## src/rtl/fip_32_tri_hit.sv

```systemverilog
// fip_32_tri_hit: resolves t/u/v from Cramer determinants through one shared
// restoring divider, then applies the barycentric and distance hit tests.
module fip_32_tri_hit #(
   parameter int FRA_BITS = 16,
   parameter int ID_W = 16,
   parameter logic signed [31:0] T_EPS = 32'sd1
) (
   input  logic                   i_clk,
   input  logic                   i_rstn,
   input  logic                   i_en,
   input  logic signed [31:0]     i_det_a,
   input  logic signed [31:0]     i_det_t,
   input  logic signed [31:0]     i_det_u,
   input  logic signed [31:0]     i_det_v,
   input  logic [ID_W-1:0]        i_id,
   output logic signed [31:0]     o_t,
   output logic signed [31:0]     o_u,
   output logic signed [31:0]     o_v,
   output logic                   o_hit,
   output logic [ID_W-1:0]        o_id,
   output logic                   o_busy,
   output logic                   o_valid
);
   localparam int DW = 32 + FRA_BITS;
   localparam int CW = $clog2(DW);
   localparam logic signed [32:0] ONE = 33'sd1 <<< FRA_BITS;
   typedef enum logic [1:0] {IDLE, DIV, TEST} state_t;
   state_t state_q, state_d;
   logic signed [31:0] a_q, a_d, nt_q, nt_d, nu_q, nu_d, nv_q, nv_d;
   logic signed [31:0] rt_q, rt_d, ru_q, ru_d, rv_q, rv_d;
   logic signed [31:0] ot_q, ot_d, ou_q, ou_d, ov_q, ov_d;
   logic [31:0] rem_q, rem_d;
   logic [DW-1:0] dd_q, dd_d;
   logic [CW-1:0] cnt_q, cnt_d;
   logic [1:0] idx_q, idx_d;
   logic deg_q, deg_d, hit_q, hit_d, busy_q, busy_d, valid_q, valid_d;
   logic [ID_W-1:0] id_q, id_d, oid_q, oid_d;
   logic [32:0] trial, diff;
   logic ge, neg, last, hit;
   logic [DW-1:0] quo;
   logic signed [31:0] cur, nxt;
   logic [31:0] res;
   logic signed [32:0] uv;
   function automatic logic [31:0] mag(input logic signed [31:0] x);
      return x[31] ? 32'(-x) : 32'(x);
   endfunction
   assign trial = {rem_q, dd_q[DW-1]};
   assign diff  = trial - {1'b0, mag(a_q)};
   assign ge    = trial >= {1'b0, mag(a_q)};
   assign quo   = {dd_q[DW-2:0], ge};
   assign last  = cnt_q == CW'(DW - 1);
   assign cur   = idx_q == 2'd0 ? nt_q : idx_q == 2'd1 ? nu_q : nv_q;
   assign nxt   = idx_q == 2'd0 ? nu_q : nv_q;
   assign neg   = cur[31] ^ a_q[31];
   // Magnitude is clamped to the signed range before the sign is applied
   assign res   = neg ? (quo > DW'(33'h080000000) ? 32'h80000000 : -quo[31:0])
                      : (quo > DW'(32'h7FFFFFFF) ? 32'h7FFFFFFF : quo[31:0]);
   assign uv    = {ru_q[31], ru_q} + {rv_q[31], rv_q};
   assign hit   = !ru_q[31] && !rv_q[31] && uv <= ONE && rt_q >= T_EPS;
   always_comb begin
      state_d = state_q;
      a_d = a_q; nt_d = nt_q; nu_d = nu_q; nv_d = nv_q;
      rt_d = rt_q; ru_d = ru_q; rv_d = rv_q;
      ot_d = ot_q; ou_d = ou_q; ov_d = ov_q; hit_d = hit_q; oid_d = oid_q;
      rem_d = rem_q; dd_d = dd_q; cnt_d = cnt_q; idx_d = idx_q;
      deg_d = deg_q; id_d = id_q; busy_d = busy_q; valid_d = 1'b0;
      unique case (state_q)
         IDLE: if (i_en) begin
            a_d = i_det_a; nt_d = i_det_t; nu_d = i_det_u; nv_d = i_det_v;
            id_d = i_id;
            busy_d = 1'b1;
            deg_d = i_det_a == 32'sd0;
            state_d = i_det_a == 32'sd0 ? TEST : DIV;
            rem_d = '0; cnt_d = '0; idx_d = 2'd0;
            dd_d = {mag(i_det_t), {FRA_BITS{1'b0}}};
         end
         DIV: begin
            rem_d = ge ? diff[31:0] : trial[31:0];
            dd_d = quo;
            cnt_d = cnt_q + CW'(1);
            if (last) begin
               rt_d = idx_q == 2'd0 ? res : rt_q;
               ru_d = idx_q == 2'd1 ? res : ru_q;
               rv_d = idx_q == 2'd2 ? res : rv_q;
               rem_d = '0; cnt_d = '0; idx_d = idx_q + 2'd1;
               dd_d = {mag(nxt), {FRA_BITS{1'b0}}};
               state_d = idx_q == 2'd2 ? TEST : DIV;
            end
         end
         TEST: begin
            ot_d = deg_q ? '0 : rt_q;
            ou_d = deg_q ? '0 : ru_q;
            ov_d = deg_q ? '0 : rv_q;
            hit_d = !deg_q && hit;
            oid_d = id_q;
            valid_d = 1'b1;
            busy_d = 1'b0;
            state_d = IDLE;
         end
         default: state_d = IDLE;
      endcase
   end
   always_ff @(posedge i_clk or negedge i_rstn) begin
      if (!i_rstn) begin
         state_q <= IDLE;
         a_q <= '0; nt_q <= '0; nu_q <= '0; nv_q <= '0;
         rt_q <= '0; ru_q <= '0; rv_q <= '0;
         ot_q <= '0; ou_q <= '0; ov_q <= '0; hit_q <= 1'b0; oid_q <= '0;
         rem_q <= '0; dd_q <= '0; cnt_q <= '0; idx_q <= '0;
         deg_q <= 1'b0; id_q <= '0; busy_q <= 1'b0; valid_q <= 1'b0;
      end else begin
         state_q <= state_d;
         a_q <= a_d; nt_q <= nt_d; nu_q <= nu_d; nv_q <= nv_d;
         rt_q <= rt_d; ru_q <= ru_d; rv_q <= rv_d;
         ot_q <= ot_d; ou_q <= ou_d; ov_q <= ov_d; hit_q <= hit_d; oid_q <= oid_d;
         rem_q <= rem_d; dd_q <= dd_d; cnt_q <= cnt_d; idx_q <= idx_d;
         deg_q <= deg_d; id_q <= id_d; busy_q <= busy_d; valid_q <= valid_d;
      end
   end
   assign o_t = ot_q;
   assign o_u = ou_q;
   assign o_v = ov_q;
   assign o_hit = hit_q;
   assign o_id = oid_q;
   assign o_busy = busy_q;
   assign o_valid = valid_q;
endmodule

```

## config.mk

```make
export PLATFORM = sky130hd
export DESIGN_NAME = fip_32_tri_hit
export DESIGN_NICKNAME = d
export VERILOG_FILES = /design/src/rtl/fip_32_tri_hit.sv
export SDC_FILE = /design/constraint.sdc
export NUM_CORES = 1
export LEC_CHECK = 0
export CORE_ASPECT_RATIO = 1.5
export CORE_MARGIN = 3
export CORE_UTILIZATION = 58
export DETAILED_ROUTE_END_ITERATION = 7
export HOLD_SLACK_MARGIN = 0.05
export PLACE_DENSITY_LB_ADDON = 0.25
export SYNTH_ARGS = -nofsm -noshare
export SYNTH_HDL_FRONTEND = slang
export SYNTH_SLANG_ARGS = --single-unit
```

## constraint.sdc

```tcl
create_clock -name i_clk -period 8.9 [get_ports i_clk]
set_input_delay 1.335 -clock i_clk [delete_from_list [all_inputs] [get_ports i_clk]]
set_output_delay 1.335 -clock i_clk [all_outputs]
set_load 0.03 [all_outputs]
```

After elaboration in Yosys (flattened, before gate mapping). Index checks and enable logic that the tools add are counted.

Register bits: 446. Input bits: 147. Output and inout port bits: 115. Word-level logic and storage cells: 95.

Add/sub/neg operators: 8. Order comparisons: 5. Equality and inequality tests: 7. Muxes and demuxes: 33. Bitwise gates (word level): 1. Reductions and logical operators: 20.

Operator list (count): 32-bit 2-to-1 mux (15); 32-bit negation (4); 48-bit 2-to-1 mux (2); 48-bit case mux with 2 select lines (1); 32-bit case mux with 2 select lines (1); 48-bit by 31-bit > comparator with 1-bit output (second input constant) (1); 48-bit by 32-bit > comparator with 1-bit output (second input constant) (1); 32-bit by 32-bit adder with 33-bit output (1); 33-bit by 32-bit >= comparator with 1-bit output (1); 33-bit by 18-bit <= comparator with 1-bit output (second input constant) (1); 32-bit by 2-bit >= comparator with 1-bit output (second input constant) (1); 32-bit zero test (1); 32-bit subtractor (1); 2-bit 2-to-1 mux (6); 6-bit 2-to-1 mux (2); 6-bit case mux with 2 select lines (1); 3-bit AND reduction (4); 2-bit case mux with 2 select lines (2); 2-bit AND reduction (4); 6-bit by 1-bit adder with 6-bit output (second input constant) (1); 6-bit == test (second input constant) (1); 2-bit by 1-bit == test with 1-bit output (second input constant) (2); 2-bit == test (second input constant) (2); 1-bit logical AND (4); other kinds (8) (14).

Longest topological paths before layout. Gate-level depths: netlist of run 1.

Word-level depth: 6. Mapped depth: 30. Gate-level depth less buffers: 28.

Worst setup path after synthesis of run 1. Ideal clock, no wire load.

Kind: reg-to-reg. From: register a_q[7]. To: register rt_q[27]. Library setup time: 0.082 ns. Arrival: 7.194 ns. Data required time: 8.818 ns. Setup slack: 1.624 ns. Cell stages (with the launch flop): 29. Path buffers: 1. Clock period less this slack: 7.276 ns. Cell sequence: dfrtp_1 -> or4_4 -> or4_4 -> or4_4 -> or2_4 -> or3_4 -> or4_4 -> o21ai_0 -> xor2_1 -> ha_1 -> and3_1 -> and4_1 -> a41oi_1 -> o21ai_0 -> nor2b_1 -> a41oi_1 -> nand2_1 -> nand2_1 -> inv_2 -> clkbuf_1 -> ha_1 -> nand2b_1 -> nor4_1 -> nand2_1 -> a21oi_1 -> nand2_1 -> a311o_1 -> o211a_1 -> a31oi_1.

Longest elaborated chain between the ends: 6. Elaborated cells between the ends (all ways): 9. Classes of those cells: add/sub (2); order compare (3); mux (4).

RTL lines: start, declared (RTL line 29) `logic signed [31:0] a_q, a_d, nt_q, nt_d, nu_q, nu_d, nv_q, nv_d;`; start signal, assigned (RTL line 106) `a_q <= '0; nt_q <= '0; nu_q <= '0; nv_q <= '0;`; start signal, assigned (RTL line 113) `a_q <= a_d; nt_q <= nt_d; nu_q <= nu_d; nv_q <= nv_d;`; 32-bit negation (RTL line 45) `return x[31] ? 32'(-x) : 32'(x);`; 32-bit 2-to-1 mux * (RTL line 45); 33-bit by 32-bit >= comparator with 1-bit output * (RTL line 49) `assign ge = trial >= {1'b0, mag(a_q)};`; 48-bit by 31-bit > comparator with 1-bit output (tied with other cells) (RTL line 57) `: (quo > DW'(32'h7FFFFFFF) ? 32'h7FFFFFFF : quo[31:0]);`; 32-bit 2-to-1 mux, on equally long branches (RTL line 57, 56); 32-bit 2-to-1 mux * (RTL line 56) `assign res = neg ? (quo > DW'(33'h080000000) ? 32'h80000000 : -quo[31:0])`; end signal, assigned (RTL line 114) `rt_q <= rt_d; ru_q <= ru_d; rv_q <= rv_d;`; end, declared (RTL line 30) `logic signed [31:0] rt_q, rt_d, ru_q, ru_d, rv_q, rv_d;`.

Every way passes the cells marked *; elsewhere a longest branch is shown, timed or not. A chain may end at the register's enable or synchronous reset.

Worst setup path in the final report of run 1.
From: register a_q[7]. To: register ru_q[21].

Longest elaborated chain between the ends: 6. Elaborated cells between the ends (all ways): 9. Classes of those cells: add/sub (2); order compare (3); mux (4).

RTL lines (RTL line): 32-bit negation (45); 32-bit 2-to-1 mux * (45); 33-bit by 32-bit >= comparator with 1-bit output * (49); 48-bit by 31-bit > comparator with 1-bit output (tied with other cells) (57); 32-bit 2-to-1 mux, on equally long branches (57, 56); 32-bit 2-to-1 mux * (56); end signal, assigned (114); end, declared (30).

Marked as above.

==> metrics.md, run 1 <==
| Metric | Value |
|---|---|
| Post-Syn Area | `between 20000 and 25000 um^2` |
| Post-Syn Instances | `2849` |
| Area delta synth->final | `18.0%` |
| Die height | `254 um` |
| Final worst-path cycle share | `0.903` |
| Max Fclk | `124 MHz` |
| CTS buffer count | `41` |
| Static leakage | `between 10 and 15 nW` |
| Slew HR | `0.185` |
| Worst EP required | `9.38 ns` |
| Total power | `5.21 mW` |
| Worst-case vdd ir drop | `0.160 mV` |
| Via-to-Cell Ratio | `between 6 and 7` |
| Finished Core Util | `0.696` |
| Clk slew on worst S/H paths | `approximately 0.06 ns` |
| DRT antenna net count | `0` |
| Top Ports | `262` |
| Final-report hold violation count | `0` |
| DIE WIDTH | `172 um` |
| Most common cell after layout, fill and taps aside | `nand2_1` |
| Die footprint | `43600 um^2` |
| Synth Register Bits | `415` |
| Worst stage delay on the critical path | `0.57 ns` |
| Post-synth top flop | `dfrtp_1` |
| Vias | `21578` |
| DRT Pass-1 Iters | `6` |
| Nets@finish | `~3200` |
| Fin area | `28200 um^2` |
| Hold crit path type | `flip-flop to flip-flop` |
| DRT iter0 DRCs | `1731` |
| Max_cap viols | `0` |
| Initial core utilization | `0.590` |
| Detailed placement HPWL | `54800 um` |
| Htree depth | `2` |
| Core Area | `40400 um^2` |
| Clk_lat worst skew | `about 0.57 ns` |
| Commonest non-fill, non-tap cells in the layout | `723 x nand2_1, 414 x dfrtp_1, 283 x o21ai_0, 260 x clkdlybuf4s50_1, 154 x nor2_1` |
| EDFF count, synth | `0` |
| Tot GR Track Use | `0.335` |
| Rows | `90` |
| Clock Skew | `0.0341 ns` |
| Post-CTS setup buffer count | `0` |
| Worst path slowest cell | `or4_4` |
| CTS tree | `built` |
| RePlAce Congestion | `1.00` |
| Critical path endpoint category | `flip-flop` |
| GR Overflow Total | `0` |
| Initial antenna violation count | `7` |
| Syn Nets | `3071` |
| Syn_area_per_cell | `around 8.4 um^2` |
| RSZ-0062 raised after global routing | `no` |
| # clock sinks | `415` |
| Crit path arrival time | `8.51 ns` |
| Setup Viol. Count Final | `0` |
| Status | `finished, final reports clean` |
| IO buf count | `261` |
| Post-synthesis sequential area ratio | `0.435` |
| Top delay family on crit path | `simple AND/OR/NAND/NOR gates` |
| First-pass GRT wire length | `116000 um` |
| Pin count of the biggest net entering global routing | `156` |
| Setup TNS | `0 ns` |
| Avg WL per Cell | `20.5 um` |
| Dpl cell area | `approximately 27000 um^2` |
| Root Driver | `clkbuf_16` |
| Minimum clock period | `8.04 ns` |
| Post-CTS Hold Buffers | `0` |
| Final WL | `~73000 um` |
| Post-CTS sizing | `0` |
| DRC Markers | `0` |
| Fin. max-slew vios | `0` |
| Max Buffers Root-to-Sink | `3` |
| Crit-path max FO | `18` |
| Vias in the first global route | `roughly 21000` |
| Buf+Inv Stages, Crit Path | `1` |
| Setup CP Type | `flip-flop to flip-flop` |
| YS warnings | `0` |
| Asr flop ratio synth | `1.00` |
| Share of layout cells above drive strength 1 | `0.0447` |
| Power Density | `about 180 nW/um^2` |
| Synth unique cells | `between 70 and 80` |
| R2R Setup Slk | `around 0.86 ns` |
| Actual slew at the worst max-slew pin | `around 1.2 ns` |
| CP startpoint kind | `flip-flop` |
[worst paths after layout]
path                               from  endpoint  cells after the start
worst max-delay path             a_q[7]  ru_q[21]                     27
worst min-delay path            id_q[1]   o_id[1]                      2
worst max register to register   a_q[7]  ru_q[21]                     27
worst min register to register  id_q[1]   o_id[1]                      2
max in group asynchronous        i_rstn  nu_q[27]                      2
min in group asynchronous        i_rstn    o_t[9]                      1
[cells in the mapped netlist (34+ instances only)]
cell | count | share of area
o31ai_1 | 39 | 0.012
nor3_1 | 53 | 0.011
clkbuf_1 | 147 | 0.023
xnor2_1 | 51 | 0.019
a21o_1 | 37 | 0.012
xor2_1 | 74 | 0.027
dfrtp_1 | 415 | 0.44
ha_1 | 73 | 0.038
nand2b_1 | 116 | 0.030
o21ai_0 | 283 | 0.059
nand2_1 | 724 | 0.11
a211oi_1 | 34 | 0.011
mux2i_1 | 48 | 0.020
a21oi_1 | 152 | 0.032
inv_1 | 43 | 0.0068
nor4_1 | 41 | 0.011
nor2_1 | 156 | 0.025
[stage by stage]
| stage | worst slack, ns | hold slack, ns | cells |
|---|---|---|---|
| finish | 0.865 | 0.463 | 3552 |
| detailed placement | 0.979 | 0.452 | 3474 |
| floorplan | 1.62 | 0.439 | 2849 |
| CTS | 0.970 | 0.468 | 3547 |
| global route | 0.480 | 0.485 | 3552 |
| global placement | 1.15 | 0.447 | 3474 |
[cell families (layout without fill, tap and decap cells)]
kind of cell	after synthesis	in the layout	share of synthesized area
xor+xnor	125	125	0.0459
flops	415	415	0.435
simple gates	1236	1236	0.231
other cells	0	5	0
fa+ha+maj	75	75	0.0400
compound gates	726	726	0.188
buf+inv	212	404	0.0335
mux	60	60	0.0258
[metal layers]
metal / routed length, um / up-vias / share of wire / global-route usage
met1: 26800 / 10249 / 0.37 / 0.383
li1: - / 10295 / - / -
met2: 37100 / 799 / 0.51 / 0.591
met5: 38 / - / 0.00052 / 0
met4: 5000 / 6 / 0.069 / 0.205
met3: 3910 / 229 / 0.054 / 0.0448
[layout make-up]
| type | instances | area (um^2) |
|---|---|---|
| Fill cell | 3275 | 12300 |
| Clock buffer | 50 | 1100 |
| Inverter | 45 | 169 |
| Timing Repair Buffer | 286 | 2820 |
| Clock inverter | 23 | 307 |
| Antenna cell | 5 | 12.5 |
| Multi-Input combinational cell | 2222 | 12700 |
| Tap cell | 506 | 633 |
| Sequential cell | 415 | 10400 |
[state kept, by name, indices dropped and copies added, names as in the netlist]
signal   cells
dd_q        48
ru_q        32
o_u         32
rt_q        32
rv_q        32
rem_q       32
o_id        16
o_hit        1
o_t         32
o_valid      1
deg_q        1
state_q      2
nt_q         1
idx_q        2
o_v         32
id_q        16
nv_q        32
cnt_q        6
a_q         32
o_busy       1
nu_q        32
[power breakdown]
part	switching [mW]	total (mW)	internal, mW
logic	0.721	1.19	0.467
clock network	0.750	1.84	1.09
registers	0.156	2.18	2.03
[worst min-delay path, delay by kind of cell, from the launching register on]
kind | cells | cell delay [ns]
DFF | 1 | 0.34
and+or+nand+nor | 2 | 0.10
(Power assumes the default switching activity.)
==> run 2, diff against run 1 <==
Settings changed: REMOVE_ABC_BUFFERS set to 1.
==> run 2 against run 1 <==
  * Power shrank 0.44%
  * Combinational power barely moved
  * First-iteration DRC count grew 0.87%
  * Non-clock buffer count is 1 higher
  * Clock power is 2% lower
  * Wire length decreased by 3.2%
  * Die area did not move
  * Sequential share of layout area hardly changed
  * Global-route usage fell by 1.7 points
  * Critical path depth is the same
  * Clock skew is 0.013 ns lower
  * Utilization barely moved
  * Largest cell class unchanged
==> metrics.md, run 2 (same netlist as run 1, synthesis figures left out) <==
| Metric | Value |
|---|---|
| Hold path depth | `2 (unchanged)` |
| DRT antenna net count | `0 (unchanged)` |
| Crit-path max FO | `8 (-10)` |
| Final worst slack | `1.11 ns (+0.242 ns)` |
| Net Switching | `1.64 mW (+0.94%)` |
| First-pass GRT wire length | `112000 um (-3.1%)` |
| Crit path arrival time | `8.26 ns (-0.25 ns)` |
| Avg WL per Cell | `19.9 um (-3.0%)` |
| Commonest non-fill, non-tap cells in the layout | `721 x nand2_1, 414 x dfrtp_1, 283 x o21ai_0, 260 x clkdlybuf4s50_1, 154 x nor2_1` |
| CP startpoint | `a_q[6]` |
| Max Buffers Root-to-Sink | `3 (unchanged)` |
| Post-CTS sizing | `0 (unchanged)` |
| Status | `finished, final reports clean` |
| Ant diodes | `0 (-5)` |
| RSZ-0062 raised after global routing | `no` |
| Fin. max-slew vios | `0 (unchanged)` |
| Flop pwr share | `0.423 (+0.004)` |
| Critical path endpoint category | `flip-flop` |
| CP startpoint kind | `flip-flop` |
| Logic gate share of total power | `0.230 (+0.002)` |
| Htree depth | `2 (unchanged)` |
| Most common cell after layout, fill and taps aside | `nand2_1` |
| GR Overflow Total | `0 (unchanged)` |
| RePlAce Congestion | `0.963 (-3.8%)` |
| Slew HR | `0.190 (+0.00441)` |
| IO buf count | `261 (unchanged)` |
| Final-report hold violation count | `0 (unchanged)` |
| Internal power | `3.54 mW (-1.1%)` |
| Max_cap viols | `0 (unchanged)` |
| Core Area | `40400 um^2 (unchanged)` |
| Reg2reg start | `a_q[6]` |
| Hold crit path type | `flip-flop to flip-flop` |
| Clk slew on worst S/H paths | `0.07 ns (about the same)` |
| Area delta synth->final | `18.0% (about the same)` |
| Power Density | `184 nW/um^2 (-0.40%)` |
| Minimum clock period | `7.79 ns (-0.242 ns)` |
| Vias in the first global route | `21606 (+0.72%)` |
| Vias | `21821 (+1.1%)` |
| DRC Markers | `0 (unchanged)` |
| Hold path startpoint | `id_q[12]` |
| Max FFs per register | `48 (unchanged)` |
| DRT Pass-1 Iters | `6 (unchanged)` |
| Top Ports | `262 (unchanged)` |
| Post-route non-filler standard cell count | `3547 (-0.14%)` |
| Worst EP required | `9.37 ns (about the same)` |
| Via-to-Cell Ratio | `6.15 (+1.3%)` |
| Setup Viol. Count Final | `0 (unchanged)` |
| CTS buffer count | `41 (unchanged)` |
| Nets@finish | `3234 (+0.031%)` |
| Max Fclk | `128 MHz (+3.1%)` |
| Setup TNS | `0 ns (unchanged)` |
| Placed Cells | `3475 (+0.029%)` |
| Initial antenna violation count | `1 (-6)` |
| Clock Skew | `0.0209 ns (-0.0132 ns)` |
| Pin count of the biggest net entering global routing | `177 (+13%)` |
| DRT iter0 DRCs | `1746 (+0.87%)` |
| Static leakage | `12.9 nW (about the same)` |
| Rows | `90 (unchanged)` |
| Setup CP Type | `flip-flop to flip-flop` |
| Clk_lat worst skew | `0.57 ns (about the same)` |
| Clock share of power | `0.347 (-0.006)` |
| Sw Share | `0.317 (+0.00433)` |
| Final worst-path cycle share | `0.876 (-0.0272)` |
| Worst-case vdd ir drop | `0.160 mV (-0.16%)` |
| Post-CTS Hold Buffers | `0 (unchanged)` |
| Detailed placement HPWL | `50800 um (-7.2%)` |
| CTS tree | `built` |
| Post-CTS setup buffer count | `0 (unchanged)` |
| Initial core utilization | `0.590 (unchanged)` |
| # clock sinks | `415 (unchanged)` |
| Actual slew at the worst max-slew pin | `1.21 ns (+0.0236 ns)` |
| Share of layout cells above drive strength 1 | `0.0444 (-0.000329)` |
| Final WL | `70500 um (-3.2%)` |
| Reg with most FFs | `dd_q` |
| Die footprint | `43600 um^2 (unchanged)` |
| DIE WIDTH | `172 um (unchanged)` |
| Worst slack, placed | `1.18 ns (+0.199 ns)` |
| R2R depth | `27 (unchanged)` |
| Root Driver | `clkbuf_16` |
| Die height | `254 um (unchanged)` |
| Tot GR Track Use | `0.318 (-0.0172)` |
[run 2: cell types whose count changed in the layout (fill, tap and decap cells not counted), sizes merged]
cell,previous run,this run
clkinv,13,8
inv,46,45
clkinvlp,2,1
diode,5,0
buf,26,27
clkbuf,50,60
bufinv,7,3
[run 2: metrics by stage]
stage / utilization / hold slack [ns] / power (mW) / instance area, um^2
after floorplan: - / 0.439 / 2.97 / 23200
after global placement: 0.662 / 0.447 / 3.35 / 26800
after detailed placement: 0.662 / 0.454 / 3.39 / 26800
after CTS: 0.696 / 0.470 / 5.19 / 28100
after global routing: 0.696 / 0.494 / 5.42 / 28100
final: 0.696 / 0.471 / 5.18 / 28100
[run 2: final timing paths]
kind	endpoint	slack, ns
worst max-delay path	ru_q[21]	1.11
worst min-delay path	o_id[12]	0.47
worst max register to register	ru_q[21]	1.11
worst min register to register	o_id[12]	0.47
max in group asynchronous	nu_q[28]	6.60
min in group asynchronous	o_u[4]	0.80
[run 2: layout make-up]
type | instances | area [um^2]
Sequential cell | 415 | 10400
Clock inverter | 12 | 141
Tap cell | 506 | 633
Multi-Input combinational cell | 2222 | 12800
Fill cell | 3259 | 12300
Clock buffer | 60 | 1230
Inverter | 45 | 169
Timing Repair Buffer | 287 | 2830
[run 2: power by group through the flow]
stage               logic (mW)  registers, mW  clock network, mW
floorplan                0.801           2.17                  0
global placement          1.14           2.21                  0
detailed placement        1.17           2.22                  0
CTS                       1.19           2.18               1.82
global route              1.32           2.20               1.90
finish                    1.19           2.19               1.80
[run 2: critical path, cell delays in order, from the launching register on]
cell and delay, ns:
dfrtp_1 0.44, or4_4 0.56, or4_4 0.43, or4_4 0.43, or2_4 0.26, or3_4 0.38, or4_4 0.44, o21ai_0 0.21
xor2_1 0.18, ha_1 0.29, and3_1 0.23, and4_1 0.23, a41oi_1 0.14, o21ai_0 0.13, nor2b_1 0.12, a41oi_1 0.33
nand2_1 0.21, nand2_1 0.18, inv_2 0.10, ha_1 0.18, nand2b_1 0.13, nor4_1 0.58, nand2_1 0.17, a21o_1 0.22
nand2_1 0.36, o21ai_0 0.30, nand2b_1 0.26, o221ai_1 0.21
[run 2: layer usage]
metal	part of all wire	global-route usage	vias to the layer above
li1	-	-	10277
met3	0.055	0.0414	213
met2	0.51	0.564	850
met5	0.00018	0	-
met1	0.38	0.380	10479
met4	0.050	0.151	2
==> run 3, diff against run 2 <==
Settings changed: MAX_ROUTING_LAYER set to met4.
==> run 3 against run 2 <==
  * The run now ends with DRC left
  * Critical path type unchanged
  * Combinational power is essentially flat
  * First-iteration DRC count grew 2.3%
  * Clock skew decreased by 0.0075 ns
  * Clock power is 7% lower
  * Sequential share of layout area increased by 0.16 points
  * Design area down 0.44%
==> metrics.md, run 3 (same netlist as run 1, synthesis figures left out) <==
| Metric | Value |
|---|---|
| DRT antenna net count | `0 (unchanged)` |
| Max Fclk | `126 MHz (-2.1%)` |
| Fin. max-slew vios | `0 (unchanged)` |
| Reg with most FFs | `dd_q` |
| Htree depth | `2 (unchanged)` |
| DRT iter0 DRCs | `1786 (+2.3%)` |
| Top Ports | `262 (unchanged)` |
| Max_cap viols | `0 (unchanged)` |
| Hold path startpoint | `id_q[8]` |
| Actual slew at the worst max-slew pin | `1.10 ns (-0.109 ns)` |
| Static leakage | `12.9 nW (-0.49%)` |
| Initial core utilization | `0.590 (unchanged)` |
| Sw Share | `0.320 (+0.00266)` |
| Pin count of the biggest net entering global routing | `175 (-1.1%)` |
| CTS tree | `built` |
| Vias | `21741 (-0.37%)` |
| Clk_lat worst skew | `0.55 ns (-0.02 ns)` |
| Hold Path Sink | `o_id[8]` |
| Setup Viol. Count Final | `0 (unchanged)` |
| Power Density | `180 nW/um^2 (-2.0%)` |
| Max Buffers Root-to-Sink | `3 (unchanged)` |
| Share of layout cells above drive strength 1 | `0.0428 (-0.00160)` |
| Core Area | `40400 um^2 (unchanged)` |
| Minimum clock period | `7.96 ns (+0.170 ns)` |
| Max FFs per register | `48 (unchanged)` |
| Nets@finish | `3233 (-0.031%)` |
| RSZ-0062 raised after global routing | `no` |
| CTS buffer count | `40 (-2.4%)` |
| Status | `finished, violations left` |
| Logic gate share of total power | `0.234 (+0.004)` |
| Commonest non-fill, non-tap cells in the layout | `721 x nand2_1, 414 x dfrtp_1, 283 x o21ai_0, 260 x clkdlybuf4s50_1, 154 x nor2_1` |
| Final-report hold violation count | `0 (unchanged)` |
| DRC Markers | `1 (+1)` |
| Post-CTS setup buffer count | `0 (unchanged)` |
| Clock share of power | `0.332 (-0.015)` |
| Via-to-Cell Ratio | `6.13 (-0.37%)` |
| Crit-path max FO | `11 (+3)` |
| Flop pwr share | `0.434 (+0.011)` |
| Tot GR Track Use | `0.325 (+0.00758)` |
| Hold path depth | `2 (unchanged)` |
| Worst EP required | `9.35 ns (-0.02 ns)` |
| R2R depth | `27 (unchanged)` |
| Total power | `5.06 mW (-2.5%)` |
| Setup CP Type | `flip-flop to flip-flop` |
| Finished Core Util | `0.693 (-0.00303)` |
| RePlAce Congestion | `0.997 (+3.6%)` |
| Critical path endpoint category | `flip-flop` |
| First-pass GRT wire length | `111000 um (-0.82%)` |
| DIE WIDTH | `172 um (unchanged)` |
| Area delta synth->final | `17.5%` |
| IO buf count | `261 (unchanged)` |
| Detailed placement HPWL | `50700 um (-0.18%)` |
| Die height | `254 um (unchanged)` |
| Final worst-path cycle share | `0.895 (+0.0191)` |
| Vias in the first global route | `21256 (-1.6%)` |
| CP startpoint kind | `flip-flop` |
| Internal power | `3.44 mW (-2.8%)` |
| Slew HR | `0.262 (+0.0726)` |
| Clk slew on worst S/H paths | `0.06 ns (about the same)` |
| Die footprint | `43600 um^2 (unchanged)` |
| Final WL | `69600 um (-1.3%)` |
| Post-CTS sizing | `0 (unchanged)` |
| Setup TNS | `0 ns (unchanged)` |
| Fillers | `3259 (unchanged)` |
| GR Overflow Total | `0 (unchanged)` |
| # clock sinks | `415 (unchanged)` |
| Hold crit path type | `flip-flop to flip-flop` |
| Post-CTS Hold Buffers | `0 (unchanged)` |
| Net Switching | `1.62 mW (-1.6%)` |
| Crit path arrival time | `8.42 ns (+0.16 ns)` |
| Failing checks | `DRC` |
| R2R Setup Slk | `0.94 ns (-0.17 ns)` |
| Reg2reg end | `rv_q[12]` |
| Initial antenna violation count | `2 (+1)` |
| Avg WL per Cell | `19.6 um (-1.3%)` |
| Clock Skew | `0.0134 ns (-0.00754 ns)` |
| Worst-case vdd ir drop | `0.192 mV (+20%)` |
| Rows | `90 (unchanged)` |
| Root Driver | `clkbuf_16` |
| Reg2reg start | `a_q[7]` |
| DRT Pass-1 Iters | `8 (+2)` |
| Worst hold slack | `0.468 ns (-0.00353 ns)` |
| Most common cell after layout, fill and taps aside | `nand2_1` |
==> run 3: cell types whose count changed in the layout (fill, tap and decap cells not counted), moves of 2 or more <==
cell	delta
clkbuf_8	-4
diode_2	+3
clkbuf_1	+2
clkbuf_16	-2
clkinv_2	+2
==> run 3: area by class of cell <==
cell class | instances | area, um^2 | area share
diodes | 3 | 7.51 | 0.000268
clock buffers | 56 | 1130 | 0.0404
clock inverters | 13 | 120 | 0.00429
inverters | 45 | 169 | 0.00603
multi-input cells | 2222 | 12700 | 0.455
flip-flops and latches | 415 | 10400 | 0.371
well taps | 506 | 633 | 0.0226
repair buffers | 287 | 2830 | 0.101
==> run 3: worst max-delay path: stages, from the launching register on <==
cell      delay [ns]
dfrtp_1         0.44
or4_4           0.59
or4_4           0.43
or4_4           0.43
or2_4           0.26
or3_4           0.38
or4_4           0.44
o21ai_0         0.20
xor2_1          0.19
ha_1            0.30
and3_1          0.24
and4_1          0.24
a41oi_1         0.14
o21ai_0         0.14
nor2b_1         0.13
a41oi_1         0.32
nand2_1         0.21
nand2_1         0.21
inv_2           0.11
ha_1            0.18
nand2b_1        0.13
nor4_1          0.56
nand2_1         0.16
a21o_1          0.31
buf_4           0.23
nor2_1          0.47
a221oi_1        0.21
o21ai_0         0.24
==> run 3: routing by layer <==
layer | wire [um] | share of wire | global-route usage | vias to the layer above
met2 | 36200 | 0.52 | 0.573 | 795
li1 | - | - | - | 10268
met3 | 3820 | 0.055 | 0.0358 | 167
met5 | 0 | 0 | - | -
met4 | 2750 | 0.040 | 0.118 | 0
met1 | 26800 | 0.39 | 0.383 | 10511
==> run 3: stage by stage <==
step	instance area, um^2	std cells	worst slack (ns)
after global routing	28000	3546	0.452
after CTS	28000	3544	0.951
after floorplan	23200	2682	1.11
after global placement	26800	3475	1.22
final	28000	3547	0.937
after detailed placement	26800	3475	0.975
==> run 3: worst max-delay path by stage <==
stage / from / endpoint / depth (start not counted)
6_report: a_q[7] / rv_q[12] / 27
5_1_grt: a_q[7] / rt_q[18] / 27
4_1_cts: a_q[7] / rv_q[12] / 27
3_5_place_dp: a_q[7] / rv_q[12] / 27
3_3_place_gp: a_q[7] / rv_q[4] / 27
2_1_floorplan: a_q[7] / rt_q[27] / 27
==> run 3: power groups by stage <==
stage | logic, mW | clock network (mW) | registers, mW
2_1_floorplan | 0.801 | 0 | 2.17
3_3_place_gp | 1.13 | 0 | 2.21
3_5_place_dp | 1.17 | 0 | 2.22
4_1_cts | 1.17 | 1.71 | 2.19
5_1_grt | 1.31 | 1.78 | 2.21
6_report | 1.18 | 1.68 | 2.19
